$ cat src/rtl/multicycle_sequencer.sv
// Control FSM for the multi-cycle RISC-V datapath: fetch/decode/exec/mem/wb with a memory-wait timeout.
// Outputs are decoded from the registered state; instructions retire 3-5 cycles after FETCH plus memory waits.
module multicycle_sequencer #(
    parameter int TIMEOUT = 15,
    parameter int CNT_W   = 32
) (
    input  logic             clk,
    input  logic             reset,
    input  logic             run,
    input  logic [6:0]       opcode,
    input  logic             branch_taken,
    input  logic             mem_ready,
    output logic             mem_req,
    output logic             mem_we,
    output logic             addr_sel,
    output logic             ir_we,
    output logic             pc_we,
    output logic [1:0]       pc_sel,
    output logic             alu_src_b,
    output logic             reg_we,
    output logic [1:0]       wb_sel,
    output logic             retire,
    output logic             fault,
    output logic [2:0]       state_o,
    output logic [CNT_W-1:0] instr_count
);

    localparam logic [2:0] S_IDLE   = 3'd0;
    localparam logic [2:0] S_FETCH  = 3'd1;
    localparam logic [2:0] S_DECODE = 3'd2;
    localparam logic [2:0] S_EXEC   = 3'd3;
    localparam logic [2:0] S_MEM    = 3'd4;
    localparam logic [2:0] S_WB     = 3'd5;
    localparam logic [2:0] S_FAULT  = 3'd7;

    localparam logic [6:0] OP_R    = 7'b0110011;
    localparam logic [6:0] OP_I    = 7'b0010011;
    localparam logic [6:0] OP_LD   = 7'b0000011;
    localparam logic [6:0] OP_ST   = 7'b0100011;
    localparam logic [6:0] OP_BR   = 7'b1100011;
    localparam logic [6:0] OP_JAL  = 7'b1101111;
    localparam logic [6:0] OP_JALR = 7'b1100111;

    logic [2:0]       state_q, state_d;
    logic [7:0]       wait_q, wait_d;
    logic [CNT_W-1:0] cnt_q, cnt_d;

    logic is_r, is_i, is_ld, is_st, is_br, is_jal, is_jalr, legal;
    logic timed_out;
    logic [2:0] after_retire;

    assign is_r    = (opcode == OP_R);
    assign is_i    = (opcode == OP_I);
    assign is_ld   = (opcode == OP_LD);
    assign is_st   = (opcode == OP_ST);
    assign is_br   = (opcode == OP_BR);
    assign is_jal  = (opcode == OP_JAL);
    assign is_jalr = (opcode == OP_JALR);
    assign legal   = is_r | is_i | is_ld | is_st | is_br | is_jal | is_jalr;

    // ready in the same cycle the counter sits at TIMEOUT still counts as progress
    assign timed_out    = (wait_q == 8'(TIMEOUT));
    assign after_retire = run ? S_FETCH : S_IDLE;

    always_ff @(posedge clk) begin
        if (reset) begin
            state_q <= S_IDLE;
            wait_q  <= 8'd0;
            cnt_q   <= '0;
        end else begin
            state_q <= state_d;
            wait_q  <= wait_d;
            cnt_q   <= cnt_d;
        end
    end

    always_comb begin
        state_d = state_q;
        case (state_q)
            S_IDLE:   if (run) state_d = S_FETCH;
            S_FETCH: begin
                if (mem_ready)      state_d = S_DECODE;
                else if (timed_out) state_d = S_FAULT;
            end
            S_DECODE: state_d = legal ? S_EXEC : S_FAULT;
            S_EXEC: begin
                if (is_ld || is_st)                      state_d = S_MEM;
                else if (is_br)                          state_d = after_retire;
                else if (is_r || is_i || is_jal || is_jalr) state_d = S_WB;
                else                                     state_d = S_FAULT;
            end
            S_MEM: begin
                if (mem_ready)      state_d = is_st ? after_retire : S_WB;
                else if (timed_out) state_d = S_FAULT;
            end
            S_WB:     state_d = after_retire;
            S_FAULT:  state_d = S_FAULT;
            default:  state_d = S_IDLE;
        endcase

        if (state_d != state_q)       wait_d = 8'd0;
        else if (mem_req && !mem_ready) wait_d = wait_q + 8'd1;
        else                          wait_d = wait_q;

        cnt_d = cnt_q + CNT_W'(retire);
    end

    always_comb begin
        mem_req   = 1'b0;
        mem_we    = 1'b0;
        addr_sel  = 1'b0;
        ir_we     = 1'b0;
        pc_we     = 1'b0;
        pc_sel    = 2'b00;
        alu_src_b = 1'b0;
        reg_we    = 1'b0;
        wb_sel    = 2'b00;
        retire    = 1'b0;
        fault     = 1'b0;
        case (state_q)
            S_FETCH: begin
                mem_req = 1'b1;
                ir_we   = mem_ready;
                pc_we   = mem_ready;
            end
            S_EXEC: begin
                alu_src_b = !(is_r || is_br);
                if (is_br) begin
                    pc_we  = branch_taken;
                    pc_sel = 2'b01;
                    retire = 1'b1;
                end
            end
            S_MEM: begin
                mem_req   = 1'b1;
                addr_sel  = 1'b1;
                mem_we    = is_st;
                alu_src_b = 1'b1;
                retire    = is_st && mem_ready;
            end
            S_WB: begin
                reg_we = 1'b1;
                retire = 1'b1;
                if (is_ld) begin
                    wb_sel = 2'b01;
                end else if (is_jal || is_jalr) begin
                    wb_sel = 2'b10;
                    pc_we  = 1'b1;
                    pc_sel = 2'b10;
                end
            end
            S_FAULT: fault = 1'b1;
            default: ;
        endcase
    end

    assign state_o     = state_q;
    assign instr_count = cnt_q;

endmodule

$ cat config.mk
export PLATFORM = sky130hd
export DESIGN_NAME = multicycle_sequencer
export DESIGN_NICKNAME = d
export VERILOG_FILES = /design/src/rtl/multicycle_sequencer.sv
export SDC_FILE = /design/constraint.sdc
export NUM_CORES = 1
export LEC_CHECK = 0
export ABC_AREA = 1
export BUFFER_PORTS_ARGS = -buffer_cell sky130_fd_sc_hd__buf_2
export CELL_PAD_IN_SITES_DETAIL_PLACEMENT = 1
export CELL_PAD_IN_SITES_GLOBAL_PLACEMENT = 1
export CORE_AREA = 2 2 97 99
export DETAILED_ROUTE_END_ITERATION = 10
export DIE_AREA = 0 0 99 101
export GPL_TIMING_DRIVEN = 0
export PLACE_DENSITY = 0.65
export SYNTH_ARGS = -nofsm -noshare
export SYNTH_HDL_FRONTEND = slang
export SYNTH_SLANG_ARGS = --single-unit
$ cat constraint.sdc
create_clock -name clk -period 3.87 [get_ports clk]
set_clock_uncertainty 0.15 [all_clocks]
set_input_delay 0.774 -clock clk [delete_from_list [all_inputs] [get_ports clk]]
set_output_delay 0.774 -clock clk [all_outputs]
set_load 0.05 [all_outputs]
-- After elaboration in Yosys (flattened, before gate mapping)
Index checks and enable logic that the tools add are counted.
- logic and storage cells: 69
- input port bits: 12
- register bits: 43
- bitwise gates (word level): 6
- reduce and logical (&&, ||, !) cells: 13
- multiplexer cells: 30
- add/sub/neg operators: 2
- equal/unequal tests: 15
- operators by type and width (operator ; number):
    32-bit by 1-bit adder with 32-bit output ; 1
    3-bit 2-to-1 mux ; 8
    7-bit == test, second input constant ; 3
    3-bit case mux with 7 select lines ; 1
    7-bit by 6-bit == test with 1-bit output, second input constant ; 2
    1-bit 2-to-1 mux ; 12
    2-bit 2-to-1 mux ; 5
    3-bit == test, second input constant ; 3
    8-bit by 1-bit adder with 8-bit output, second input constant ; 1
    8-bit by 4-bit == test with 1-bit output, second input constant ; 1
    7-bit by 2-bit == test with 1-bit output, second input constant ; 1
    7-bit by 5-bit == test with 1-bit output, second input constant ; 1
    3-bit by 2-bit == test with 1-bit output, second input constant ; 2
    1-bit logical OR ; 6
    1-bit bitwise OR ; 6
    1-bit case mux with 3 select lines ; 2
    2-bit case mux with 2 select lines ; 1
    2-bit OR reduction ; 2
    3-bit by 1-bit == test with 1-bit output, second input constant ; 1
    3-bit logical NOT ; 1
    3-bit != test ; 1
    1-bit logical AND ; 2
    1-bit logical NOT ; 2
    1-bit case mux with 2 select lines ; 1

-- Logic depth before layout (Yosys ltp)
Gate-level depths: netlist of the first run.
- depth in word-level cells: 11
- mapped depth: 18
- gate-level depth less buffers: 18

-- Least setup slack after synthesis of the first run
OpenSTA, ideal clock, no wires.
- path kind: input -> register
- start: input port opcode[2]
- end: register cnt_q[24] (netlist: instr_count[24])
- stages: 17
- required time: 3.607 ns
- buffers on the path: 0
- setup slack: -0.753 ns
- setup time: 0.113 ns
- arrival time: 4.360 ns
- cell sequence: inv_1 -> nand2_1 -> nor2_4 -> nand2_1 -> nor3_1 -> a311o_1 -> ha_1 -> ha_1 -> nand3_2 -> nor2_4 -> nand3_2 -> nor2_4 -> nand2_2 -> nor3_4 -> nand2_1 -> o21ai_1 -> nor2_1
- longest elaborated chain between the ends: 4
- elaborated cells on any way between the ends: 6
- classes of those cells: 1 x add/sub; 2 x eq/ne; 2 x mux; 1 x reduce/logical
- RTL lines (element ; RTL line ; RTL):
    from (decl) ; 10 ; input logic [6:0] opcode,
    7-bit == test / 7-bit by 6-bit == test with 1-bit output (equally long branches) ; 56, 55 ;
    1-bit 2-to-1 mux / 1-bit logical AND (equally long branches) ; 128, 139 ;
    1-bit case mux with 3 select lines (*) ; 120 ; case (state_q)
    named net retire ; 22 ; output logic retire,
    32-bit by 1-bit adder with 32-bit output (*) ; 105 ; cnt_d = cnt_q + CNT_W'(retire);
    to (signal assigned) ; 73 ; cnt_q <= cnt_d;
    to (decl) ; 46 ; logic [CNT_W-1:0] cnt_q, cnt_d;
Mark *: on every way through the listed nets, which the timed path passes. The rest lies on a longest branch.
A chain may end at the register's enable or synchronous reset.

-- Worst setup path after layout of the first run
- start: input port opcode[2]
- end: register cnt_q[30] (netlist: instr_count[30])
- longest elaborated chain between the ends: 4
- elaborated cells on any way between the ends: 6
- classes of those cells: 1 x add/sub; 2 x eq/ne; 2 x mux; 1 x reduce/logical
- RTL lines (element ; RTL line):
    7-bit == test / 7-bit by 6-bit == test with 1-bit output (equally long branches) ; 56, 55
    1-bit 2-to-1 mux / 1-bit logical AND (equally long branches) ; 128, 139
    1-bit case mux with 3 select lines (*) ; 120
    32-bit by 1-bit adder with 32-bit output (*) ; 105
Every way passes the cells marked *; elsewhere a longest branch is shown, timed or not.

==> reports/qor.yml, run 1 <==
fin_cells: 547
fin_tns_setup_ps: 0
postCtsSetupRepairBufs: 0
insertedDiodeCount: 0
final_nets: 450
crit_arrival_ps: 3230
die_y_um: 101
start_util: 0.290
path_depth: 16
synth_area_um2: 2600
syn_inst: 370
final_common_cell: "inv_1"
rr_worst_depth: 14
worst-setup-path-type: "primary input to flip-flop"
p_switching_mw: 0.493
hpwl_um: 5850
numPlacedInstances: 539
design_area_um2: 3140
clock.fmax_mhz: 312
drtPass1Iterations: 4
grt_max_degree: 15
clk_latency_ps: 300
yosysWarnings: 0
maxSlewHeadroom: 0.587
pwr-share-clk: 0.245
crit-reg2reg-launch: "state_o[1]"
crit_end: "instr_count[30]"
period_needed_ps: 3210
port_buffers: 58
vdd_drop_max_v: 0.000157
internal_power_mw: 0.705
cts_max_level: 2
syn-num-nets: 385
slew_violations: 0
fillers: 1143
synthToLayoutAreaGrowth_pct: 20.8
die_w_um: 99
cp_slowest_stage_delay_ps: 250
pin_count: 60
final_cell_mix: "inv_1 (59), nand2_1 (58), buf_2 (58)"
die_area_um2: 10000
first_iter_violations: 64
syn_avg_cell_area_um2: 7.03
path_cells: "buf_2 > inv_1 > nand2_1 > nor2_4 > nand2_1 > nor3_4 > a311o_2 > ha_1 > ha_1 > nand3_2 > nor2_4 > nand3_2 > nor2_4 > nand4_1 > nor3_1 > nor3b_2"
maxCapViolCount: 0
worst_ep_required_time_ps: 3890
cts_tree: "done"
ant_nets: 0
cts-root-buf: "clkbuf_8"
cp_top_family: "simple AND/OR/NAND/NOR gates"
fin_crit_sh: 0.829
drive_gt1_frac: 0.252
finalSetupViolations: 0
grt_pass1_vias: 2652
r2r_setup_slack_ps: 990
switching_share: 0.412
clockBufferDepth: 2
yosysSeqAreaShare: 0.331
ys_types: 42
pre_cts_ws_ps: 328
cts_resized: 0
min_path_type: "flip-flop to flip-flop"
clk_pin_slew_ps: 90
status: "finished clean"
cp-end-kind: "flip-flop"
cts.sinks: 43
power_density_nw_per_um2: 381
comb_power_share: 0.365
numCtsBuffers: 5
tightest_slew_ps: 620
cts_hold_buffers: 0
critPathSlowestCell: "nor3_1"
dpl-instance-area_um2: 3050
startpoint_type: "primary input"
cpMostUsedCell: "nor2_4"
r2r-end: "instr_count[30]"
fin_ws_ps: 662
crit_start: "opcode[2]"
p_leak_nw: 1.47
critPathBufInv: 2
vias: 2605
finalHoldViolCount: 0
drc: 0
viasPerCell: 4.76
ys_seq_elements: 43
grt-ovfl-total: 0
rsz0062_at_grt: "no"
avgRoutedWirePerCell_um: 13.2
gp_congestion: 0.756
antenna_found_initial: 0
drt-total-wl_um: 7210
grt_use_total: 0.149
seqPwrFrac: 0.390
core_area_um2: 8980
rows: 35
grt_pass1_wl_um: 12200
path_max_fanout: 8
[worst register-to-register path, cell delays in order, from the launching register on]
cell and delay, ps:
dfxtp_1 340, buf_6 140, nor2_2 130, nand2_1 120, nor2_1 150, a311o_2 210, ha_1 190, ha_1 220
nand3_2 120, nor2_4 130, nand3_2 110, nor2_4 190, nand4_1 240, nor3_1 250, nor3b_2 70
[routing by layer]
metal / share of wire / wire length (µm) / track usage / vias to the layer above
met5: 0 / 0 / 0 / -
met4: 0.012 / 83 / 0.0337 / 0
met3: 0.036 / 261 / 0.0270 / 6
met2: 0.50 / 3580 / 0.274 / 45
met1: 0.46 / 3290 / 0.180 / 1225
li1: - / - / - / 1329
[cells in the mapped netlist (all sizes together)]
library cell   n  share of area
nand2         64           0.10
a211o          1         0.0034
a311o          1         0.0038
a21oi         19          0.037
a31o           1         0.0034
inv           63          0.092
xnor2          6          0.020
o21bai         1         0.0029
o21ai         15          0.030
nor4           1         0.0024
nand3         25          0.060
mux2i          1         0.0038
buf            3          0.012
clkbuf         4         0.0058
nor3b          5          0.022
nand4         16          0.038
dfxtp         43           0.33
nor3          19          0.043
a211oi         1         0.0029
o21a           3         0.0087
o41ai          1         0.0034
nand3b         3          0.010
xor2           5          0.017
nor2          63           0.12
ha             3          0.014
or2            3         0.0072
[flip-flops by register name, indices dropped and copies added, names as in the netlist]
name         flops
state_o          3
instr_count     32
wait_q           8
[kinds of logic after synthesis]
family,count (synthesis),synth area share
AOI/OAI and AO/OA,43,0.0952
xor gates and xnor gates,11,0.0370
adders and majority gates,3,0.0144
buffers and inverters,70,0.109
DFF,43,0.331
muxes,1,0.00385
and+or+nand+nor,199,0.409
[layout make-up]
cell class | count | area, µm² | area share
repair buffers | 58 | 290 | 0.0924
clock buffers | 5 | 68.8 | 0.0219
inverters | 63 | 239 | 0.0760
multi-input cells | 257 | 1480 | 0.471
plain buffers | 7 | 45.0 | 0.0143
clock inverters | 3 | 20.0 | 0.00637
well taps | 111 | 139 | 0.0442
flip-flops and latches | 43 | 861 | 0.274
[worst min-delay path by stage]
stage,start,to,slack [ps],cells after the start
global route,instr_count[8],instr_count[8],390,2
CTS,instr_count[18],instr_count[18],370,2
floorplan,wait_q[7],wait_q[7],350,2
global placement,instr_count[15],instr_count[15],340,2
detailed placement,instr_count[18],instr_count[18],350,2
finish,instr_count[8],instr_count[8],360,2
[per-stage QoR]
step	hold WS [ps]	util	total power, mW
finish	361	0.350	1.20
global route	390	0.350	1.28
CTS	371	0.350	1.22
detailed placement	353	0.340	0.919
global placement	342	0.340	0.912
floorplan	351	-	0.824
[power by group through the flow]
stage / Clock, mW / Sequential, mW / Combinational, mW
after global placement: 0 / 0.477 / 0.435
final: 0.293 / 0.467 / 0.437
after global routing: 0.326 / 0.470 / 0.481
after floorplan: 0 / 0.518 / 0.307
after CTS: 0.308 / 0.468 / 0.442
after detailed placement: 0 / 0.478 / 0.441
(Power assumes the default switching activity.)
==> run 2: changes to the inputs <==
==> constraint.sdc (replaced) <==
create_clock -name clk -period 3.1 [get_ports clk]
set_clock_uncertainty 0.15 [all_clocks]
set_input_delay 0.62 -clock clk [delete_from_list [all_inputs] [get_ports clk]]
set_output_delay 0.62 -clock clk [all_outputs]
set_load 0.05 [all_outputs]
==> run 2 against run 1 <==
  * Via count fell by 0.42%
  * Global-route usage fell by 0.15 points
  * Clock-buffer cell count rose by 2
  * Power rose by 29%
  * Combinational power rose by 25%
  * Cell area rose by 4.1%
  * Register-to-register slack got worse by 650 ps
  * Non-clock buffer count did not move
  * Highest routed layer unchanged
  * Final cell count did not move
==> reports/qor.yml, run 2 (synthesis results as in run 1) <==
cp-end-kind: "flip-flop"
avgRoutedWirePerCell_um: 13.2
clock.fmax_mhz: 349
rr_worst_depth: 16
die_area_um2: 10000
slew_violations: 0
grt_max_degree: 14
pin_count: 60
fillers: 1152
first_iter_violations: 64
largest_register_ff_count: 32
vdd_drop_max_v: 0.000260
p_leak_nw: 1.51
drt-total-wl_um: 7200
clk_pin_slew_ps: 90
fin_crit_sh: 0.924
finalHoldViolCount: 0
whs_path_depth: 2
crit_start: "opcode[3]"
viasPerCell: 4.74
numCtsBuffers: 5
multi_input_area_um2: 1570
r2r_setup_slack_ps: 340
maxCapViolCount: 0
die_y_um: 101
grt_use_total: 0.148
core_area_um2: 8980
worstHoldEndpoint: "instr_count[8]"
crit-reg2reg-launch: "state_o[1]"
final_nets: 450
grt-ovfl-total: 0
drc: 0
worst-setup-path-type: "primary input to flip-flop"
cts-root-buf: "clkbuf_8"
antenna_found_initial: 0
port_buffers: 58
cts_hold_buffers: 0
cts_max_level: 2
gp_congestion: 0.848
rsz0062_at_grt: "no"
regArea_um2: 862
min_from: "instr_count[8]"
cts.sinks: 43
start_util: 0.290
cts_tree: "done"
fin_util: 0.365
ant_nets: 0
status: "finished clean"
insertedDiodeCount: 0
period_needed_ps: 2870
rows: 35
final_common_cell: "buf_2"
cts_resized: 0
vias: 2594
postCtsSetupRepairBufs: 0
synthToLayoutAreaGrowth_pct: 25.8
clockBufferDepth: 2
hpwl_um: 5800
worst_ep_required_time_ps: 3150
p_total_mw: 1.54
min_path_type: "flip-flop to flip-flop"
tightest_slew_ps: 664
grt_pass1_wl_um: 12000
r2r-end: "instr_count[24]"
startpoint_type: "primary input"
drive_gt1_frac: 0.291
path_max_fanout: 8
power_density_nw_per_um2: 471
drtPass1Iterations: 4
finalSetupViolations: 0
crit_arrival_ps: 2920
die_w_um: 99
grt_pass1_vias: 2518
final_cell_mix: "buf_2 (58), inv_1 (56), nand2_1 (54)"
clk_latency_ps: 300
maxSlewHeadroom: 0.557
run 2: cell count changes in the layout (fill, tap and decap cells not counted), moves of 2 or more:
cell | before | now
clkbuf_8 | 5 | 7
ha_1 | 3 | 1
ha_4 | 0 | 2
inv_1 | 59 | 56
nand2_1 | 58 | 54
nand2_2 | 3 | 5
nand2_4 | 3 | 5
nor2_1 | 51 | 49
nor3_1 | 15 | 10
nor3_2 | 1 | 5
run 2: layer usage:
| metal | vias to the layer above | global-route usage | wire (µm) |
|---|---|---|---|
| met4 | 0 | 0.0348 | 76 |
| met3 | 7 | 0.0243 | 218 |
| met1 | 1215 | 0.181 | 3310 |
| met2 | 38 | 0.270 | 3600 |
| met5 | - | 0 | 0 |
| li1 | 1334 | - | - |
run 2: per-stage QoR:
stage                     worst slack (ps)  setup TNS, ps  hold WS, ps  area (µm²)  std cells
final                                  235              0          363        3270        547
after CTS                              174              0          371        3270        547
after global placement                -107           -337          337        3170        539
after global routing                  33.3              0          403        3270        547
after floorplan                       -306          -3040          351        2740        370
after detailed placement              -150           -604          356        3170        539
run 2: worst max path at each step:
stage,end,depth (start not counted)
3_3_place_gp,instr_count[24],18
5_1_grt,instr_count[24],18
2_1_floorplan,instr_count[24],17
4_1_cts,instr_count[24],18
6_report,instr_count[24],18
3_5_place_dp,instr_count[24],18
run 2: cell type report:
class / count / share of cell area
plain buffers: 7 / 0.0138
flip-flops and latches: 43 / 0.263
clock inverters: 1 / 0.00229
repair buffers: 58 / 0.0887
inverters: 63 / 0.0791
clock buffers: 7 / 0.0294
well taps: 111 / 0.0424
multi-input cells: 257 / 0.481
run 2: where the power goes:
| group | internal [mW] | switching, mW |
|---|---|---|
| clock | 0.203 | 0.204 |
| combinational | 0.155 | 0.392 |
| sequential | 0.571 | 0.0144 |
| total | 0.929 | 0.611 |
run 2: critical path, stage by stage:
cell,delay (ps)
buf_2,150
inv_12,60
nand2_4,40
nor2_4,170
nand2_2,130
nor3_4,180
a311o_2,180
ha_4,160
ha_4,150
nand3_4,80
nor2_4,130
nand3_2,110
nor2_4,200
nand2_2,120
nor3_4,170
nand2_1,100
o21ai_1,130
nor2_1,50
